==> src/rtl/nubus_vram_arb.sv <==
// SDRAM request arbiter merging the nubus_video VRAM port with the host memory port.
// Enforces the VRAM address window, bounds video latency and aborts stalled transactions.
module nubus_vram_arb #(
    parameter logic [24:0] VRAM_BASE  = 25'h300000,
    parameter int unsigned VRAM_WORDS = 153600,
    parameter int unsigned MAX_WAIT   = 32,
    parameter int unsigned TIMEOUT    = 255
) (
    input  logic        clk,
    input  logic        reset,
    input  logic [24:0] h_addr,
    input  logic [15:0] h_wdata,
    input  logic [1:0]  h_be,
    input  logic        h_rd,
    input  logic        h_wr,
    output logic [15:0] h_rdata,
    output logic        h_ready,
    input  logic [24:0] v_addr,
    input  logic [15:0] v_wdata,
    input  logic        v_rd,
    input  logic        v_wr,
    output logic [15:0] v_rdata,
    output logic        v_ready,
    output logic        sd_req,
    output logic        sd_we,
    output logic [24:0] sd_addr,
    output logic [15:0] sd_wdata,
    output logic [1:0]  sd_be,
    input  logic [15:0] sd_rdata,
    input  logic        sd_ack,
    output logic        err_timeout,
    input  logic        err_clr
);
    localparam int unsigned AW = 25;
    localparam int unsigned DW = 16;
    localparam int unsigned CW = 8;
    localparam logic [AW-1:0] VRAM_END   = VRAM_BASE + AW'(VRAM_WORDS);
    localparam logic [CW-1:0] MAX_WAIT_C = CW'(MAX_WAIT);
    localparam logic [CW-1:0] TIMEOUT_C  = CW'(TIMEOUT);

    typedef enum logic [1:0] {S_IDLE, S_WAIT, S_HOLD} state_t;

    state_t        state_q, state_d;
    logic          gnt_v_q, gnt_v_d;
    logic          sd_req_q, sd_req_d;
    logic          sd_we_q, sd_we_d;
    logic [AW-1:0] sd_addr_q, sd_addr_d;
    logic [DW-1:0] sd_wdata_q, sd_wdata_d;
    logic [1:0]    sd_be_q, sd_be_d;
    logic [DW-1:0] h_rdata_q, h_rdata_d;
    logic          h_ready_q, h_ready_d;
    logic [DW-1:0] v_rdata_q, v_rdata_d;
    logic          v_ready_q, v_ready_d;
    logic          err_q, err_d;
    logic [CW-1:0] vwait_q, vwait_d;
    logic [CW-1:0] tcnt_q, tcnt_d;

    logic h_pend_c, v_pend_c, v_in_win_c, pick_v_c;
    logic [DW-1:0] rd_result_c;

    assign h_pend_c   = h_rd | h_wr;
    assign v_pend_c   = v_rd | v_wr;
    assign v_in_win_c = (v_addr >= VRAM_BASE) && (v_addr < VRAM_END);
    // Host wins ties until video has waited long enough
    assign pick_v_c   = v_pend_c && (!h_pend_c || (vwait_q >= MAX_WAIT_C));

    always_comb begin
        state_d     = state_q;
        gnt_v_d     = gnt_v_q;
        sd_req_d    = sd_req_q;
        sd_we_d     = sd_we_q;
        sd_addr_d   = sd_addr_q;
        sd_wdata_d  = sd_wdata_q;
        sd_be_d     = sd_be_q;
        h_rdata_d   = h_rdata_q;
        h_ready_d   = 1'b0;
        v_rdata_d   = v_rdata_q;
        v_ready_d   = 1'b0;
        err_d       = err_clr ? 1'b0 : err_q;
        tcnt_d      = tcnt_q;
        vwait_d     = vwait_q;
        rd_result_c = sd_we_q ? '0 : sd_rdata;

        unique case (state_q)
            S_IDLE: begin
                if (h_pend_c || v_pend_c) begin
                    gnt_v_d = pick_v_c;
                    tcnt_d  = '0;
                    if (!pick_v_c) begin
                        sd_addr_d  = h_addr;
                        sd_wdata_d = h_wdata;
                        sd_be_d    = h_be;
                        sd_we_d    = h_wr;
                        sd_req_d   = 1'b1;
                        state_d    = S_WAIT;
                    end else if (v_in_win_c) begin
                        sd_addr_d  = v_addr;
                        sd_wdata_d = v_wdata;
                        sd_be_d    = 2'b11;
                        sd_we_d    = v_wr;
                        sd_req_d   = 1'b1;
                        state_d    = S_WAIT;
                    end else begin
                        // Outside the window: complete locally, never reach SDRAM
                        v_rdata_d = '0;
                        v_ready_d = 1'b1;
                        state_d   = S_HOLD;
                    end
                end
            end
            S_WAIT: begin
                if (sd_ack) begin
                    sd_req_d = 1'b0;
                    state_d  = S_HOLD;
                    if (gnt_v_q) begin
                        v_rdata_d = rd_result_c;
                        v_ready_d = 1'b1;
                    end else begin
                        h_rdata_d = rd_result_c;
                        h_ready_d = 1'b1;
                    end
                end else if ((tcnt_q + CW'(1)) == TIMEOUT_C) begin
                    sd_req_d = 1'b0;
                    err_d    = 1'b1;
                    state_d  = S_HOLD;
                    if (gnt_v_q) begin
                        v_rdata_d = '1;
                        v_ready_d = 1'b1;
                    end else begin
                        h_rdata_d = '1;
                        h_ready_d = 1'b1;
                    end
                end else begin
                    tcnt_d = tcnt_q + CW'(1);
                end
            end
            S_HOLD: begin
                if (gnt_v_q ? !v_pend_c : !h_pend_c) begin
                    state_d = S_IDLE;
                end
            end
            default: state_d = S_IDLE;
        endcase

        // Starvation counter: cleared whenever video is idle or being serviced
        if (!v_pend_c) begin
            vwait_d = '0;
        end else if ((state_q == S_IDLE && pick_v_c) || (state_q != S_IDLE && gnt_v_q)) begin
            vwait_d = '0;
        end else if (vwait_q != '1) begin
            vwait_d = vwait_q + CW'(1);
        end
    end

    always_ff @(posedge clk) begin
        if (reset) begin
            state_q    <= S_IDLE;
            gnt_v_q    <= 1'b0;
            sd_req_q   <= 1'b0;
            sd_we_q    <= 1'b0;
            sd_addr_q  <= '0;
            sd_wdata_q <= '0;
            sd_be_q    <= 2'b11;
            h_rdata_q  <= '0;
            h_ready_q  <= 1'b0;
            v_rdata_q  <= '0;
            v_ready_q  <= 1'b0;
            err_q      <= 1'b0;
            vwait_q    <= '0;
            tcnt_q     <= '0;
        end else begin
            state_q    <= state_d;
            gnt_v_q    <= gnt_v_d;
            sd_req_q   <= sd_req_d;
            sd_we_q    <= sd_we_d;
            sd_addr_q  <= sd_addr_d;
            sd_wdata_q <= sd_wdata_d;
            sd_be_q    <= sd_be_d;
            h_rdata_q  <= h_rdata_d;
            h_ready_q  <= h_ready_d;
            v_rdata_q  <= v_rdata_d;
            v_ready_q  <= v_ready_d;
            err_q      <= err_d;
            vwait_q    <= vwait_d;
            tcnt_q     <= tcnt_d;
        end
    end

    assign sd_req      = sd_req_q;
    assign sd_we       = sd_we_q;
    assign sd_addr     = sd_addr_q;
    assign sd_wdata    = sd_wdata_q;
    assign sd_be       = sd_be_q;
    assign h_rdata     = h_rdata_q;
    assign h_ready     = h_ready_q;
    assign v_rdata     = v_rdata_q;
    assign v_ready     = v_ready_q;
    assign err_timeout = err_q;

endmodule

==> config.mk <==
export PLATFORM = sky130hd
export DESIGN_NAME = nubus_vram_arb
export DESIGN_NICKNAME = d
export VERILOG_FILES = /design/src/rtl/nubus_vram_arb.sv
export SDC_FILE = /design/constraint.sdc
export NUM_CORES = 1
export LEC_CHECK = 0
export BUFFER_PORTS_ARGS = -buffer_cell sky130_fd_sc_hd__buf_2
export CAP_MARGIN = 20
export CORE_ASPECT_RATIO = 0.5
export CORE_UTILIZATION = 48
export CTS_CLUSTER_DIAMETER = 50
export DETAILED_ROUTE_END_ITERATION = 10
export HOLD_SLACK_MARGIN = 0.05
export PLACE_DENSITY = 0.84
export SYNTH_ARGS = -nofsm -noshare
export SYNTH_HDL_FRONTEND = slang
export SYNTH_SLANG_ARGS = --single-unit
==> constraint.sdc <==
create_clock -name clk -period 2.7 [get_ports clk]
set_input_delay 0.135 -clock clk [delete_from_list [all_inputs] [get_ports clk]]
set_output_delay 0.135 -clock clk [all_outputs]
set_load 0.01 [all_outputs]
==> results.toml, run 1 <==
[power_and_ir_drop]
power_density_nw_per_um2 = 688
seq_power_share_pct = 42.9
p_clk_share_pct = 31.8
leakagePower_nw = 2.56
p_int_w = 0.00282
ir_drop_mv = 0.416
pwr-share-comb_pct = 25.4
switching_power_w = 0.00126
p_sw_share_pct = 30.8

[placement]
io_buffers = 187
hpwl_um = 8620
dp_cells = 789
gp_congestion = 0.867

[critical_path]
crit_top_cell = "nor2_1"
worstPathCellList = "ha_1 > xnor2_1 > nor2_1 > a21oi_1 > nor2_1 > a2111o_1 > o22ai_1"
r2r_end = "tcnt_q[6]"
required_ns = 2.96
worstPathArrival_ns = 2.74
slowest_delay_ns = 0.47
rr_startpoint = "tcnt_q[1]"
reg2reg_depth = 7
endpoint_kind = "flip-flop"
worstSetupStartpointType = "flip-flop"
cp_slowest_cell = "a21oi_1"
r2r_slack_ns = 0.21
critical_path_peak_fanout = 7
path_class = "flip-flop to flip-flop"

[cells_and_area]
final_cell_count_no_fill = 806
nets = 797
utilization_pct = 66.1
drive_gt1_share_pct = 32.5
diodes = 0
area_growth_pct = 30.4
layout_common_cells = "buf_2 (187), dfxtp_1 (99), nor2_1 (97), mux2i_1 (57), a211oi_1 (44)"
layout_commonest_cell = "buf_2"

[floorplanning]
rows = 24
dieArea_sq_um = 9870
core-area_sq_um = 8950
die_w_um = 140
die_y_um = 70.8
pin_count = 188
initial_core_util_pct = 50.7

[yosys]
yosys_register_bits = 99
ys.flop_type = "dfxtp_1"
synth.yosys.seq_area_share_pct = 43.7
async_reset_ff_share_pct = 0
syn_nets = 620
syn_inst = 508
synthDistinctLibCells = 45
synth.cell_area_sq_um = 4540
synth_edf_count = 0
avgSynthCellArea_sq_um = 8.94
yosys_warnings = 0

[timing]
grt_setup_unrepaired = "no"
finalHoldViolCount = 0
slew_headroom_pct = 54.5
tightestPinTransition_ns = 0.682
min_period_ns = 2.49
drv_slew = 0
finalSetupViolations = 0
post-route-period-util_pct = 92.1
fmax_mhz = 402
hold-worst-slack_ns = 0.0812
setup_tns_ns = 0
fin_skew_ns = 0.00774

[routing]
wl_met2_um = 5820
met3_length_um = 622
viasPerCell = 5.39
detail_route.iter0.violations = 275
antenna_left = 0
num_vias = 4344
drt-total-wl_um = 12100
top_layer_used = "met4"
drc = 0
wl_per_cell_um = 15.1
wl_met1_um = 5580
dr.pass1.iters = 5

[grt]
grt_max_degree = 83
antenna_found_initial = 0
grt_overflow = 0
grt_pass1_vias = 4021
grt.total_usage_pct = 24.6
grt_pass1_wl_um = 19500

[clock_tree]
postCtsSetupBuffers = 0
clkLatencyLatePin_ns = 0.34
clk_pin_slew_ns = 0.06
cts_tree = "done"
cts_buffers = 9
cts_root_buf = "clkbuf_16"
clock-sinks = 99
cts_buffer_depth = 2
htreeDepth = 3

[min_path]
hold_end = "sd_we"
hp-start = "v_wr"
min_path_cells = 3
min_path_type = "primary input to flip-flop"

[outcome]
run_status = "completed"

[run]
drv_cap = 0
## cells in the mapped netlist, drive strengths merged, types with 4 or more instances
master | instances | area [sq um]
clkbuf | 28 | 105
a311oi | 17 | 149
nand4 | 4 | 25.0
nor2 | 98 | 368
nand2 | 15 | 56.3
nor3 | 9 | 45.0
inv | 8 | 30.0
ha | 4 | 50.1
o31ai | 5 | 37.5
o21ai | 11 | 55.1
nand3 | 13 | 65.1
mux2i | 57 | 571
a21oi | 28 | 140
buf | 7 | 40.0
dfxtp | 99 | 1980
and2 | 4 | 25.0
a211oi | 44 | 330
nand2b | 21 | 131
or2 | 4 | 25.0
## worst max-delay path by stage
| stage | from | cells past startpoint | to | slack, ns |
|---|---|---|---|---|
| after detailed placement | tcnt_q[1] | 7 | tcnt_q[1] | 0.33 |
| final | tcnt_q[1] | 7 | tcnt_q[6] | 0.21 |
| after global routing | tcnt_q[1] | 7 | tcnt_q[1] | 0.10 |
| after floorplan | tcnt_q[1] | 8 | v_rdata[6] | 0.42 |
| after CTS | tcnt_q[1] | 7 | tcnt_q[6] | 0.28 |
| after global placement | tcnt_q[1] | 8 | v_rdata[0] | 0.45 |
## metrics by stage
stage,total power (W),instance area [sq um],worst slack (ns)
floorplan,0.00240,4540,0.415
global route,0.00428,5920,0.103
global placement,0.00278,5600,0.450
detailed placement,0.00281,5600,0.325
CTS,0.00409,5920,0.278
finish,0.00407,5920,0.214
## timing repair
item	4_1_cts	5_1_grt
hold buffers	2	0
resized for setup	0	0
hold endpoints to repair	2	0
## layer usage
layer,vias to the layer above,track usage [%]
met3,11,5.35
li1,2202,-
met1,2004,31.2
met4,0,7.33
met5,-,0
met2,127,42.3
## critical path, delay by kind of cell (launching register included)
family / cells / cell delay [ns]
adders and majority gates: 1 / 0.40
AOI/OAI and AO/OA: 3 / 1.06
xor gates and xnor gates: 1 / 0.19
DFF: 1 / 0.44
and+or+nand+nor: 2 / 0.33
## power by group through the flow
stage               registers, W  logic (W)  clock network [W]
finish                   0.00175    0.00103            0.00129
global route             0.00177    0.00114            0.00137
detailed placement       0.00178    0.00103                  0
CTS                      0.00175    0.00104            0.00131
floorplan                0.00184   0.000565                  0
global placement         0.00177    0.00101                  0
## state kept, by name (all words and copies together) (netlist names), 2 cells and up
signal    flops
sd_wdata     16
tcnt_q        8
sd_be         2
h_rdata      16
vwait_q       8
v_rdata      16
sd_addr      25
state_q       2
## kinds of logic (layout without fill, tap and decap cells)
| logic type | after synthesis | after routing | synth area share [%] |
|---|---|---|---|
| AO/OA/AOI/OAI | 123 | 123 | 19.3 |
| buffers and inverters | 43 | 224 | 3.86 |
| flip-flops | 99 | 99 | 43.7 |
| multiplexers | 57 | 57 | 12.6 |
| adder cells (fa/ha/maj) | 4 | 4 | 1.10 |
| AND/OR/NAND/NOR | 178 | 178 | 18.7 |
| XOR/XNOR | 4 | 4 | 0.772 |
## layout make-up
type | instances | area (sq um)
clock buffer | 10 | 239
clock inverter | 5 | 62.6
fill | 759 | 3030
inverter | 8 | 30.0
multi-input combinational | 366 | 2400
sequential | 99 | 1980
tap | 117 | 146
timing repair buffer | 201 | 1060
(Power assumes the default switching activity.)
==> run 2: changes to the inputs <==
--- a/config.mk
+++ b/config.mk
@@ -12,7 +12,7 @@
 export CTS_CLUSTER_DIAMETER = 50
 export DETAILED_ROUTE_END_ITERATION = 10
 export HOLD_SLACK_MARGIN = 0.05
-export PLACE_DENSITY = 0.84
+export PLACE_DENSITY_LB_ADDON = 0.05
 export SYNTH_ARGS = -nofsm -noshare
 export SYNTH_HDL_FRONTEND = slang
 export SYNTH_SLANG_ARGS = --single-unit
==> run 2 against run 1 <==
  * Setup slack better by 0.15 ns
  * Register-to-register slack better by 0.15 ns
  * Wire length down 2.3%
  * Core utilization grew 0.056 points
  * Critical path depth grew 1
  * Non-clock buffer count decreased by 1
  * Sequential power barely moved
  * Critical endpoint is now v_rdata[11]
  * Clock power increased by 5%
  * Via count decreased by 1.2%
==> results.toml, run 2 (same netlist as run 1, synthesis figures left out) <==
[critical_path]
critical_path_peak_fanout = 16
required_ns = 2.91
worstPathArrival_ns = 2.54
reg2reg_depth = 8
rr_startpoint = "tcnt_q[1]"
worstSetupStartpointType = "flip-flop"
r2r_end = "v_rdata[11]"
path_class = "flip-flop to flip-flop"
endpoint_kind = "flip-flop"
r2r_slack_ns = 0.37

[clock_tree]
clkLatencyLatePin_ns = 0.34
holdBufCountCts = 2
cts_root_buf = "clkbuf_16"
htreeDepth = 3
cts_buffer_depth = 2
cts_tree = "done"
clk_pin_slew_ns = 0.07
cts_buffers = 9
cts.repair.resized = 0
postCtsSetupBuffers = 0
clock-sinks = 99

[timing]
finalSetupViolations = 0
fin_skew_ns = 0.00560
min_period_ns = 2.33
finalHoldViolCount = 0
drv_slew = 0
setup_tns_ns = 0
hold-worst-slack_ns = 0.0732
post-route-period-util_pct = 86.4
slew_headroom_pct = 61.4
grt_setup_unrepaired = "no"
tightestPinTransition_ns = 0.578
fmax_mhz = 428

[floorplanning]
core-area_sq_um = 8950
die_w_um = 140
pin_count = 188
die_y_um = 70.8
initial_core_util_pct = 50.7
rows = 24
dieArea_sq_um = 9870

[grt]
grt_pass1_vias = 3936
grt.total_usage_pct = 24.4
grt_overflow = 0
antenna_found_initial = 0
grt_pass1_wl_um = 19300
grt_max_degree = 85

[cells_and_area]
diodes = 0
utilization_pct = 66.2
layout_common_cells = "buf_2 (186), dfxtp_1 (99), nor2_1 (97), mux2i_1 (57), a211oi_1 (44)"
layout_commonest_cell = "buf_2"
nets = 796
area_growth_pct = 30.5
largest_reg_flops = 25
final_cell_count_no_fill = 806
fillers = 770
drive_gt1_share_pct = 32.1

[routing]
antenna_left = 0
drt-total-wl_um = 11900
drc = 0
dr.pass1.iters = 4
detail_route.iter0.violations = 139
wl_per_cell_um = 14.7
num_vias = 4293
viasPerCell = 5.33

[min_path]
hold_end = "sd_we"
min_path_cells = 3
hp-start = "v_wr"
min_path_type = "primary input to flip-flop"

[power_and_ir_drop]
p_int_w = 0.00289
p_sw_share_pct = 30.2
p_clk_share_pct = 32.9
power_density_nw_per_um2 = 699
pwr-share-comb_pct = 25.0
ir_drop_mv = 0.479
switching_power_w = 0.00125
leakagePower_nw = 2.55
seq_power_share_pct = 42.1

[placement]
io_buffers = 187
gp_congestion = 0.858
hpwl_um = 8140
dp_cells = 788

[run]
drv_cap = 0

[outcome]
run_status = "completed"
[run 2: cell types whose count changed in the layout (fill, tap and decap cells not counted), sizes merged]
| cell | change |
|---|---|
| buf | -1 |
| bufinv | +1 |
| clkbuf | +2 |
| clkinv | -1 |
| inv | -1 |
[run 2: layer usage]
layer	share of wire (%)	wire (um)	up-vias	global-route usage (%)
li1	-	-	2194	-
met1	47	5600	1961	31.8
met2	45	5340	124	39.7
met3	6.8	803	14	7.79
met4	0.92	109	0	5.86
met5	0	0	-	0
[run 2: final cells by class]
class                   instances  area (sq um)  area share (%)
clock buffers                  12           236            3.99
flip-flops and latches         99          1980            33.5
well taps                     117           146            2.47
multi-input cells             366          2400            40.5
inverters                       8          30.0           0.507
repair buffers                200          1050            17.8
clock inverters                 4          75.1            1.27
[run 2: how the worst max path moves through the flow]
stage	from	endpoint	slack [ns]	depth (start not counted)
floorplan	tcnt_q[1]	v_rdata[6]	0.42	8
global placement	tcnt_q[1]	v_rdata[2]	0.44	8
detailed placement	tcnt_q[1]	v_rdata[10]	0.37	8
CTS	tcnt_q[1]	v_rdata[12]	0.36	8
global route	tcnt_q[1]	v_rdata[13]	0.16	8
finish	tcnt_q[1]	v_rdata[11]	0.37	8
[run 2: per-stage QoR]
step           instance area, sq um  setup slack, ns  power, W
3_3_place_gp                   5590            0.441   0.00279
2_1_floorplan                  4540            0.415   0.00240
4_1_cts                        5920            0.362   0.00417
5_1_grt                        5920            0.159   0.00436
6_report                       5920            0.366   0.00414
3_5_place_dp                   5590            0.367   0.00280
[run 2: power by group through the flow]
stage               Sequential (W)  Combinational, W  Clock, W
finish                     0.00174           0.00104   0.00136
global route               0.00176           0.00116   0.00144
CTS                        0.00174           0.00104   0.00138
detailed placement         0.00177           0.00103         0
global placement           0.00177           0.00102         0
floorplan                  0.00184          0.000565         0
[run 2: critical path: stages (launching register included)]
cell and delay (ns):
dfxtp_1 0.42, ha_1 0.35, nand3_1 0.18, nor2_1 0.22, nor4_4 0.10, a2111oi_4 0.31, buf_4 0.33, mux2i_1 0.23
nor2_1 0.06
